--- src/rtl/uart_tx_ctrl.sv ---
// rtl/uart_tx_ctrl.sv - UART transmit frame controller: start, LSB-first data, optional parity, stop
// Sequences the external serializer with load/shift enables; one line bit per i_clk cycle.
module uart_tx_ctrl #(
   parameter int DATA_WIDTH = 8
) (
   input  logic                  i_clk,
   input  logic                  i_rst_n,
   input  logic [DATA_WIDTH-1:0] i_data,
   input  logic                  i_data_valid,
   input  logic                  i_par_en,
   input  logic                  i_par_type,
   input  logic                  i_ser_data,
   output logic                  o_ser_load,
   output logic                  o_ser_shift,
   output logic                  o_tx,
   output logic                  o_busy
);

   localparam int CNT_W = (DATA_WIDTH > 1) ? $clog2(DATA_WIDTH) : 1;
   localparam logic [CNT_W-1:0] LAST_BIT = CNT_W'(DATA_WIDTH - 1);

   typedef enum logic [2:0] {
      IDLE   = 3'd0,
      START  = 3'd1,
      DATA   = 3'd2,
      PARITY = 3'd3,
      STOP   = 3'd4
   } state_t;

   state_t           state;
   logic [CNT_W-1:0] bit_cnt;
   logic             data_par_q;
   logic             par_en_q;
   logic             par_type_q;
   logic             par_bit;

   // Raw data parity is latched at accept; odd parity is the inversion of it.
   assign par_bit = data_par_q ^ par_type_q;

   always_ff @(posedge i_clk or negedge i_rst_n) begin
      if (!i_rst_n) begin
         state      <= IDLE;
         bit_cnt    <= '0;
         data_par_q <= 1'b0;
         par_en_q   <= 1'b0;
         par_type_q <= 1'b0;
         o_ser_load <= 1'b0;
      end else begin
         o_ser_load <= 1'b0;
         case (state)
            IDLE, STOP: begin
               if (i_data_valid) begin
                  data_par_q <= ^i_data;
                  par_en_q   <= i_par_en;
                  par_type_q <= i_par_type;
                  o_ser_load <= 1'b1;
                  state      <= START;
               end else begin
                  state      <= IDLE;
               end
            end
            START: begin
               bit_cnt <= '0;
               state   <= DATA;
            end
            DATA: begin
               bit_cnt <= bit_cnt + 1'b1;
               if (bit_cnt == LAST_BIT) begin
                  state <= par_en_q ? PARITY : STOP;
               end
            end
            PARITY: begin
               state <= STOP;
            end
            default: begin
               state <= IDLE;
            end
         endcase
      end
   end

   always_comb begin
      o_tx = 1'b1;
      case (state)
         START:   o_tx = 1'b0;
         DATA:    o_tx = i_ser_data;
         PARITY:  o_tx = par_bit;
         default: o_tx = 1'b1;
      endcase
   end

   assign o_busy      = (state != IDLE);
   assign o_ser_shift = (state == DATA);

endmodule

--- config.mk ---
export PLATFORM = sky130hd
export DESIGN_NAME = uart_tx_ctrl
export DESIGN_NICKNAME = d
export VERILOG_FILES = /design/src/rtl/uart_tx_ctrl.sv
export SDC_FILE = /design/constraint.sdc
export NUM_CORES = 1
export LEC_CHECK = 0
export BUFFER_PORTS_ARGS = -buffer_cell sky130_fd_sc_hd__buf_2
export CAP_MARGIN = 10
export CORE_ASPECT_RATIO = 0.8
export CORE_MARGIN = 10
export CORE_UTILIZATION = 30
export DETAILED_ROUTE_END_ITERATION = 12
export HOLD_SLACK_MARGIN = 0.15
export PLACE_DENSITY = 0.63
export SYNTH_ARGS = -nofsm -noshare
export SYNTH_HDL_FRONTEND = slang
export SYNTH_SLANG_ARGS = --single-unit
--- constraint.sdc ---
create_clock -name i_clk -period 1.31 [get_ports i_clk]
set_input_delay 0.1965 -clock i_clk [delete_from_list [all_inputs] [get_ports i_clk]]
set_output_delay 0.1965 -clock i_clk [all_outputs]
set_load 0.01 [all_outputs]
# ---- Word level (Yosys, flattened, before mapping)
# Index checks and enable logic that the tools add are counted.
dict set report totals {
  elab_cells 28
  n_memories 0
  latchBits 0
  out_inout_bits 4
  ram_bits 0
  reg_bits 10
  romBits 0
  inputBits 14
}
dict set report classes {
  eq_ne 6
  n_mul 0
  n_reduce_logical 6
  n_lt_le_gt_ge 0
  n_div 0
  bitwise_logic 1
  shift 0
  mux 8
  n_addsub 1
}
# operator count
set op_table {}
lappend op_table {{one-hot mux 3 bit (4 select lines)} 1}
lappend op_table {{XOR reduction 8 bit} 1}
lappend op_table {{== test 3 x 2 -> 1 bit, second input constant} 2}
lappend op_table {{== test 3 bit, second input constant} 2}
lappend op_table {{2-to-1 mux 3 bit} 2}
lappend op_table {{one-hot mux 3 bit (2 select lines)} 1}
lappend op_table {{adder 3 x 1 -> 3 bit, second input constant} 1}
lappend op_table {{== test 3 x 1 -> 1 bit, second input constant} 1}
lappend op_table {{logical NOT 3 bit} 1}
lappend op_table {{2-to-1 mux 1 bit} 3}
lappend op_table {{one-hot mux 1 bit (3 select lines)} 1}
lappend op_table {{nonzero test 3 bit} 1}
lappend op_table {{inequality test 2 x 1 -> 1 bit, second input constant} 1}
lappend op_table {{AND reduction 2 bit} 1}
lappend op_table {{nonzero test 2 bit} 1}
lappend op_table {{OR reduction 2 bit} 1}
lappend op_table {{bitwise XOR 1 bit} 1}

# ---- Logic depth before layout (Yosys ltp)
# Gate-level depths: netlist of the first run.
dict set report depth {
  depth_word 3
  mapped_depth 6
  mapped_depth_nobuf 6
}

# ---- Worst setup path after synthesis of the first run
# No wires, ideal clock.
dict set report synth_path {
  path_kind {register to register}
  from {reg bit_cnt[0]}
  to {reg bit_cnt[2]}
  setup_slack_ns 0.134
  t_required_ns 1.183
  period_less_slack_ns 1.176
  path_stages_with_launch 5
  setup_ns 0.127
  t_arrival_ns 1.049
  n_path_buf 0
  cell_sequence {dfrtp_1 > ha_1 > ha_1 > a22oi_1 > o21ai_0}
}
dict set report synth_via {
  elab_chain_len 2
}
# element line
set synth_lines {}
lappend synth_lines {{start: declaration} 31} ;# logic [CNT_W-1:0] bit_cnt;
lappend synth_lines {{start signal: assignment} 67} ;# bit_cnt <= bit_cnt + 1'b1;
lappend synth_lines {{adder 3 x 1 -> 3 bit} 67}
lappend synth_lines {{one-hot mux 3 bit (2 select lines)} 50} ;# case (state)
# No other way between the ends.
# A chain may end at the register's enable or synchronous reset.

# ---- Worst setup path after layout of the first run
dict set report layout_path {
  from {reg par_type_q}
  to {out o_tx}
}
dict set report layout_via {
  elab_chain_len 2
}
# element line
set layout_lines {}
lappend layout_lines {{start: declaration} 34} ;# logic par_type_q;
lappend layout_lines {{start signal: assignment} 55} ;# par_type_q <= i_par_type;
lappend layout_lines {{bitwise XOR 1 bit} 38} ;# assign par_bit = data_par_q ^ par_type_q;
lappend layout_lines {{one-hot mux 1 bit (3 select lines)} 84} ;# case (state)
lappend layout_lines {{end: declaration} 15} ;# output logic o_tx,
# No other way between the ends.

==> impl_metrics.tcl, run 1 <==
set metrics [dict create \
    antenna_found_initial 0 \
    grt_max_degree 11 \
    clock_sinks 10 \
    route.detailed.drc 0 \
    synth_area_um2 554 \
    violations "negative setup slack" \
    ios 18 \
    critPathRequiredTime_ns 1.11 \
    path_class "flop to output pin" \
    vias 447 \
    coreArea_um2 1690 \
    port_buffers 17 \
    rows 13 \
    power_leakage_nw 0.354 \
    hold_ws_ns 0.171 \
    die_y_um 58.4 \
    die_w_um 68.1 \
    path_clk_slew_ns 0.06 \
    track_usage_pct 6.60 \
    first_pass_iters 4 \
    place_area_um2 667 \
    finalInstanceArea_um2 759 \
    start_util_pct 32.8 \
    syn_inst 51 \
    tightest_slew_ns 0.231 \
    fillers 181 \
    avgSynthCellArea_um2 10.9 \
    gp_congestion 0.747 \
    finalCritPeriodShare_pct 111 \
    crit_path_max_fanout 2 \
    outcome "finished with violations" \
    cts_tree "done" \
    finClkSkew_ns 0.00532 \
    layout.nets 94 \
    clockBufferDepth 2 \
    detail_route.wirelength_um 1170 \
    max_freq_ghz 0.688 \
    powerDensity_nw_per_um2 2070 \
    ir_drop_mv 1.08 \
    yosysWarnings 0 \
    grt_setup_unrepaired "yes" \
    grt_pass1_vias 426 \
    hold_viol 0 \
    wl_per_cell_um 11.8 \
    drive_gt1_share_pct 48.1 \
    die-area_um2 3980 \
    cts_max_level 1 \
    setup_viol 3 \
    yosysSeqAreaShare_pct 45.1 \
    timing.final.max_slew_violations 0 \
    critPathLaunchType "flop" \
    initialDrtViolationCount 4 \
    via_per_inst 4.52 \
    antenna_cells 0 \
    dp_hpwl_um 972 \
    fin_setup_tns_ns -0.231 \
    cp-end-kind "output pin" \
    finalWorstSetupSlack_ns -0.143 \
    ys_ff_latch 10 \
    grt_pass1_wl_um 1950 \
    slew_headroom_pct 84.6 \
    yosysUniqueCellTypes 23 \
    min_from "i_par_type" \
    area_growth_syn_to_layout_pct 37.0 \
    finalPower_mw 1.57 \
    insertion_delay_ns 0.26 \
    grt-ovfl-total 0 \
    r2r-start "state[1]$_DFFE_PN0P_" \
    antenna_left 0 \
    drv_cap 0 \
    cts_buffers 3 \
    worst_ep_arrival_time_ns 1.26 \
    cts_root_buf "clkbuf_4" \
    crit_start "par_type_q$_DFFE_PN0P_" \
    synth_fp_nets 67 \
    finalCriticalPeriod_ns 1.45 \
    hold_path.class "primary input to flop" \
]
cell usage after synthesis:
master    count  area, µm²
nand2_1       3       11.3
xor2_1        1       8.76
ha_1          2       25.0
xnor2_1       7       61.3
nor2b_1       1       6.26
inv_2         1       3.75
a22oi_1       2       15.0
nor2_1        3       11.3
inv_1         1       3.75
nor3_1        1       5.00
a311o_1       1       10.0
o21ai_0       3       15.0
nand2b_4      1       13.8
a21oi_1       3       15.0
buf_4         1       7.51
mux2i_1       2       20.0
mux2_2        2       22.5
o21a_1        1       7.51
nor2_4        2       22.5
a21o_1        1       7.51
or3_1         1       6.26
dfrtp_1      10        250
nand3_1       1       5.00
per-layer routing:
layer	vias to the layer above	global-route usage, %	share of wire [%]
met5	-	0	0
met4	0	5.16	2.3
met3	2	2.46	5.3
met2	11	9.68	50
met1	205	7.51	42
li1	229	-	-
state kept, by name, summed over array words and instances (netlist names):
| name | flops |
|---|---|
| data_par_q | 1 |
| par_type_q | 1 |
| par_en_q | 1 |
| state | 3 |
| bit_cnt | 3 |
| o_ser_load | 1 |
cell type report:
class	instances	area (µm²)	area share [%]
clock buffer	4	36.3	4.78
inverter	2	7.51	0.988
multi-input combinational	38	304	40.0
sequential	10	251	33.1
tap	22	27.5	3.62
timing repair buffer	23	133	17.5
repair_timing:
item,CTS,global route
endpoints found under the hold margin,10,0
gates cloned,0,0
hold buffers,1,0
setup buffers,2,2
pin swaps,1,3
setup endpoints to repair,3,6
resized for setup,0,6
worst max-delay path, stage by stage (launching register included):
cell and delay (ns):
dfrtp_1 0.39, xor2_1 0.16, a311o_1 0.31, buf_2 0.14
power breakdown:
group          switching (mW)  total, mW  internal, mW
sequential              0.127      0.567         0.440
combinational           0.336      0.730         0.394
clock                   0.104      0.273         0.169
layout by cell type (no fill, tap or decap), drive strengths merged, types with 2 or more instances in the layout:
cell type	count
buf	22
dfrtp	10
xnor2	7
nor2	5
clkbuf	4
a21oi	3
nand2	3
o21ai	3
a22oi	2
mux2	2
mux2i	2
ha	2
inv	2
stage by stage:
| step | setup WS (ns) | util, % | cells |
|---|---|---|---|
| after global routing | -0.203 | 44.9 | 99 |
| final | -0.143 | 44.9 | 99 |
| after global placement | 0.0898 | 39.4 | 90 |
| after CTS | -0.163 | 43.0 | 97 |
| after detailed placement | 0.0596 | 39.4 | 90 |
| after floorplan | 0.134 | - | 51 |
worst paths after layout:
kind                            slack, ns  cells after the start                     end
worst max-delay path                -0.14                      3                    o_tx
worst min-delay path                 0.17                      2  par_type_q$_DFFE_PN0P_
worst max register to register          0                      4  par_type_q$_DFFE_PN0P_
worst min register to register       0.53                      2  bit_cnt[2]$_DFFE_PN0P_
max in group asynchronous            0.78                      2    state[0]$_DFFE_PN0P_
min in group asynchronous            0.32                      2  bit_cnt[1]$_DFFE_PN0P_
kinds of logic (layout without fill, tap and decap cells):
family	after synthesis	in the layout	synth area share [%]
AOI/OAI and AO/OA	11	11	12.6
DFF	10	10	45.1
adders and majority gates	2	2	4.51
and+or+nand+nor	13	13	14.7
muxes	4	4	7.67
xor gates and xnor gates	8	8	12.6
buffers and inverters	3	29	2.71
(Power assumes the default switching activity.)
==> run 2, diff against run 1 <==
Clock period 1.31 ns to 1.7 ns, I/O delays scaled along.
==> run 2 against run 1 <==
Net effect: the flow now finishes without violations; routed wire length grew 3.9%; clock skew grew 0.0037 ns; critical endpoint unchanged; die area is the same; global-route usage is essentially flat; highest routed layer is now met3.
==> impl_metrics.tcl, run 2 (synthesis results as in run 1) <==
set metrics [dict create \
    path_cells "xor2_1, a311o_1, buf_2" \
    multi_input_area_um2 289 \
    finClkSkew_ns 0.00905 \
    power_leakage_nw 0.326 \
    worst_ep_arrival_time_ns 1.31 \
    finalCriticalPeriod_ns 1.57 \
    seq_area_um2 251 \
    p_int_mw 0.657 \
    drv_cap 0 \
    cts_max_level 1 \
    dp_hpwl_um 985 \
    crit_family "flip-flops" \
    powerDensity_nw_per_um2 1540 \
    die_w_um 68.1 \
    hold_path.class "primary input to flop" \
    setup_viol 0 \
    grt_pass1_wl_um 1920 \
    pwr-share-comb_pct 42.9 \
    antenna_cells 0 \
    timing.final.max_slew_violations 0 \
    insertion_delay_ns 0.26 \
    critPathLaunchType "flop" \
    ir_drop_mv 0.596 \
    clock_sinks 10 \
    critPathSlowestCell "dfrtp_1" \
    ios 18 \
    rows 13 \
    dp.cells 89 \
    fin_setup_tns_ns 0 \
    path_clk_slew_ns 0.07 \
    via_per_inst 4.57 \
    outcome "finished clean" \
    drive_gt1_share_pct 38.0 \
    area_growth_syn_to_layout_pct 25.1 \
    p_clk_share_pct 14.8 \
    cts_buffers 3 \
    tightest_slew_ns 0.254 \
    slew_headroom_pct 83.1 \
    finalPower_mw 1.07 \
    layout.nets 89 \
    critPathRequiredTime_ns 1.44 \
    die_y_um 58.4 \
    hold_depth 2 \
    layout_common_cells "buf_2 (17), dfrtp_1 (9), xnor2_1 (7)" \
    stdcell_count 93 \
    clockBufferDepth 2 \
    post_cts_buffers 0 \
    port_buffers 17 \
    r2r_cells 4 \
    crit_cells 3 \
    layout_commonest_cell "buf_2" \
    p_sw_mw 0.412 \
    antenna_found_initial 0 \
    finalCritPeriodShare_pct 92.1 \
    cp-end-kind "output pin" \
    fillers 177 \
    grt-ovfl-total 0 \
    die-area_um2 3980 \
    rrSetupSlack_ns 0.42 \
    crit_path_max_fanout 2 \
    start_util_pct 32.8 \
    grt_pass1_vias 403 \
    cts_tree "done" \
    coreArea_um2 1690 \
    wl_per_cell_um 13.0 \
    initialDrtViolationCount 46 \
    path_class "flop to output pin" \
    hold_viol 0 \
    pwr-share-seq_pct 42.3 \
    route.detailed.drc 0 \
    grt_setup_unrepaired "no" \
    vias 425 \
    track_usage_pct 6.56 \
    first_pass_iters 4 \
    antenna_left 0 \
    grt_max_degree 13 \
    swShare_pct 38.5 \
    slowest_delay_ns 0.39 \
    gp_congestion 0.761 \
    crit_buf_inv 1 \
    reg_top3 "bit_cnt (3), state (3)" \
    max_freq_ghz 0.639 \
    cts_root_buf "clkbuf_4" \
    detail_route.wirelength_um 1210 \
]
run 2: cell types whose count changed in the layout (fill, tap and decap cells not counted), sizes merged:
cell,change
clkbuf,-1
buf,-5
run 2: worst reg2reg max path: stages (launching register included):
cell,delay (ns)
dfrtp_1,0.41
ha_1,0.22
ha_1,0.26
a22oi_1,0.14
o21ai_0,0.11
run 2: worst paths after layout:
check                                       start                     end
min reg2reg                bit_cnt[1]$_DFFE_PN0P_  bit_cnt[1]$_DFFE_PN0P_
max in group asynchronous                 i_rst_n    state[0]$_DFFE_PN0P_
min                                    i_par_type  par_type_q$_DFFE_PN0P_
max                        par_type_q$_DFFE_PN0P_                    o_tx
max reg2reg                bit_cnt[0]$_DFFE_PN0P_  bit_cnt[2]$_DFFE_PN0P_
min in group asynchronous                 i_rst_n  par_type_q$_DFFE_PN0P_
run 2: layout make-up:
type | instances | area share (%)
Timing Repair Buffer | 18 | 13.7
Multi-Input combinational cell | 38 | 41.7
Inverter | 2 | 1.08
Clock buffer | 3 | 3.25
Tap cell | 22 | 3.97
Sequential cell | 10 | 36.3
run 2: per-layer routing:
metal	vias to the layer above	wire, µm	GRT usage, %
li1	216	-	-
met1	193	556	8.04
met2	16	579	8.49
met3	0	77	4.16
met4	0	0	3.44
met5	-	0	0
run 2: what timing repair did:
item / in CTS / in global routing
hold endpoints to repair: 10 / 0
endpoints found under the setup margin: 0 / 1
hold buffers: 1 / 0
gates resized for setup: 0 / 1
run 2: through the flow:
step | hold WS [ns] | utilization (%) | instance area [µm²] | setup WS (ns)
floorplan | -0.0406 | - | 554 | 0.468
global placement | 0.128 | 39.0 | 659 | 0.360
detailed placement | 0.130 | 39.0 | 659 | 0.311
CTS | 0.219 | 40.9 | 692 | 0.0192
global route | 0.226 | 41.0 | 693 | 0.0564
finish | 0.224 | 41.0 | 693 | 0.134
run 2: power by group through the flow:
stage	clock network, mW	logic (mW)	registers (mW)
after floorplan	0	0.363	0.420
after global placement	0	0.451	0.446
after detailed placement	0	0.465	0.452
after CTS	0.166	0.467	0.448
after global routing	0.181	0.513	0.469
final	0.158	0.458	0.452
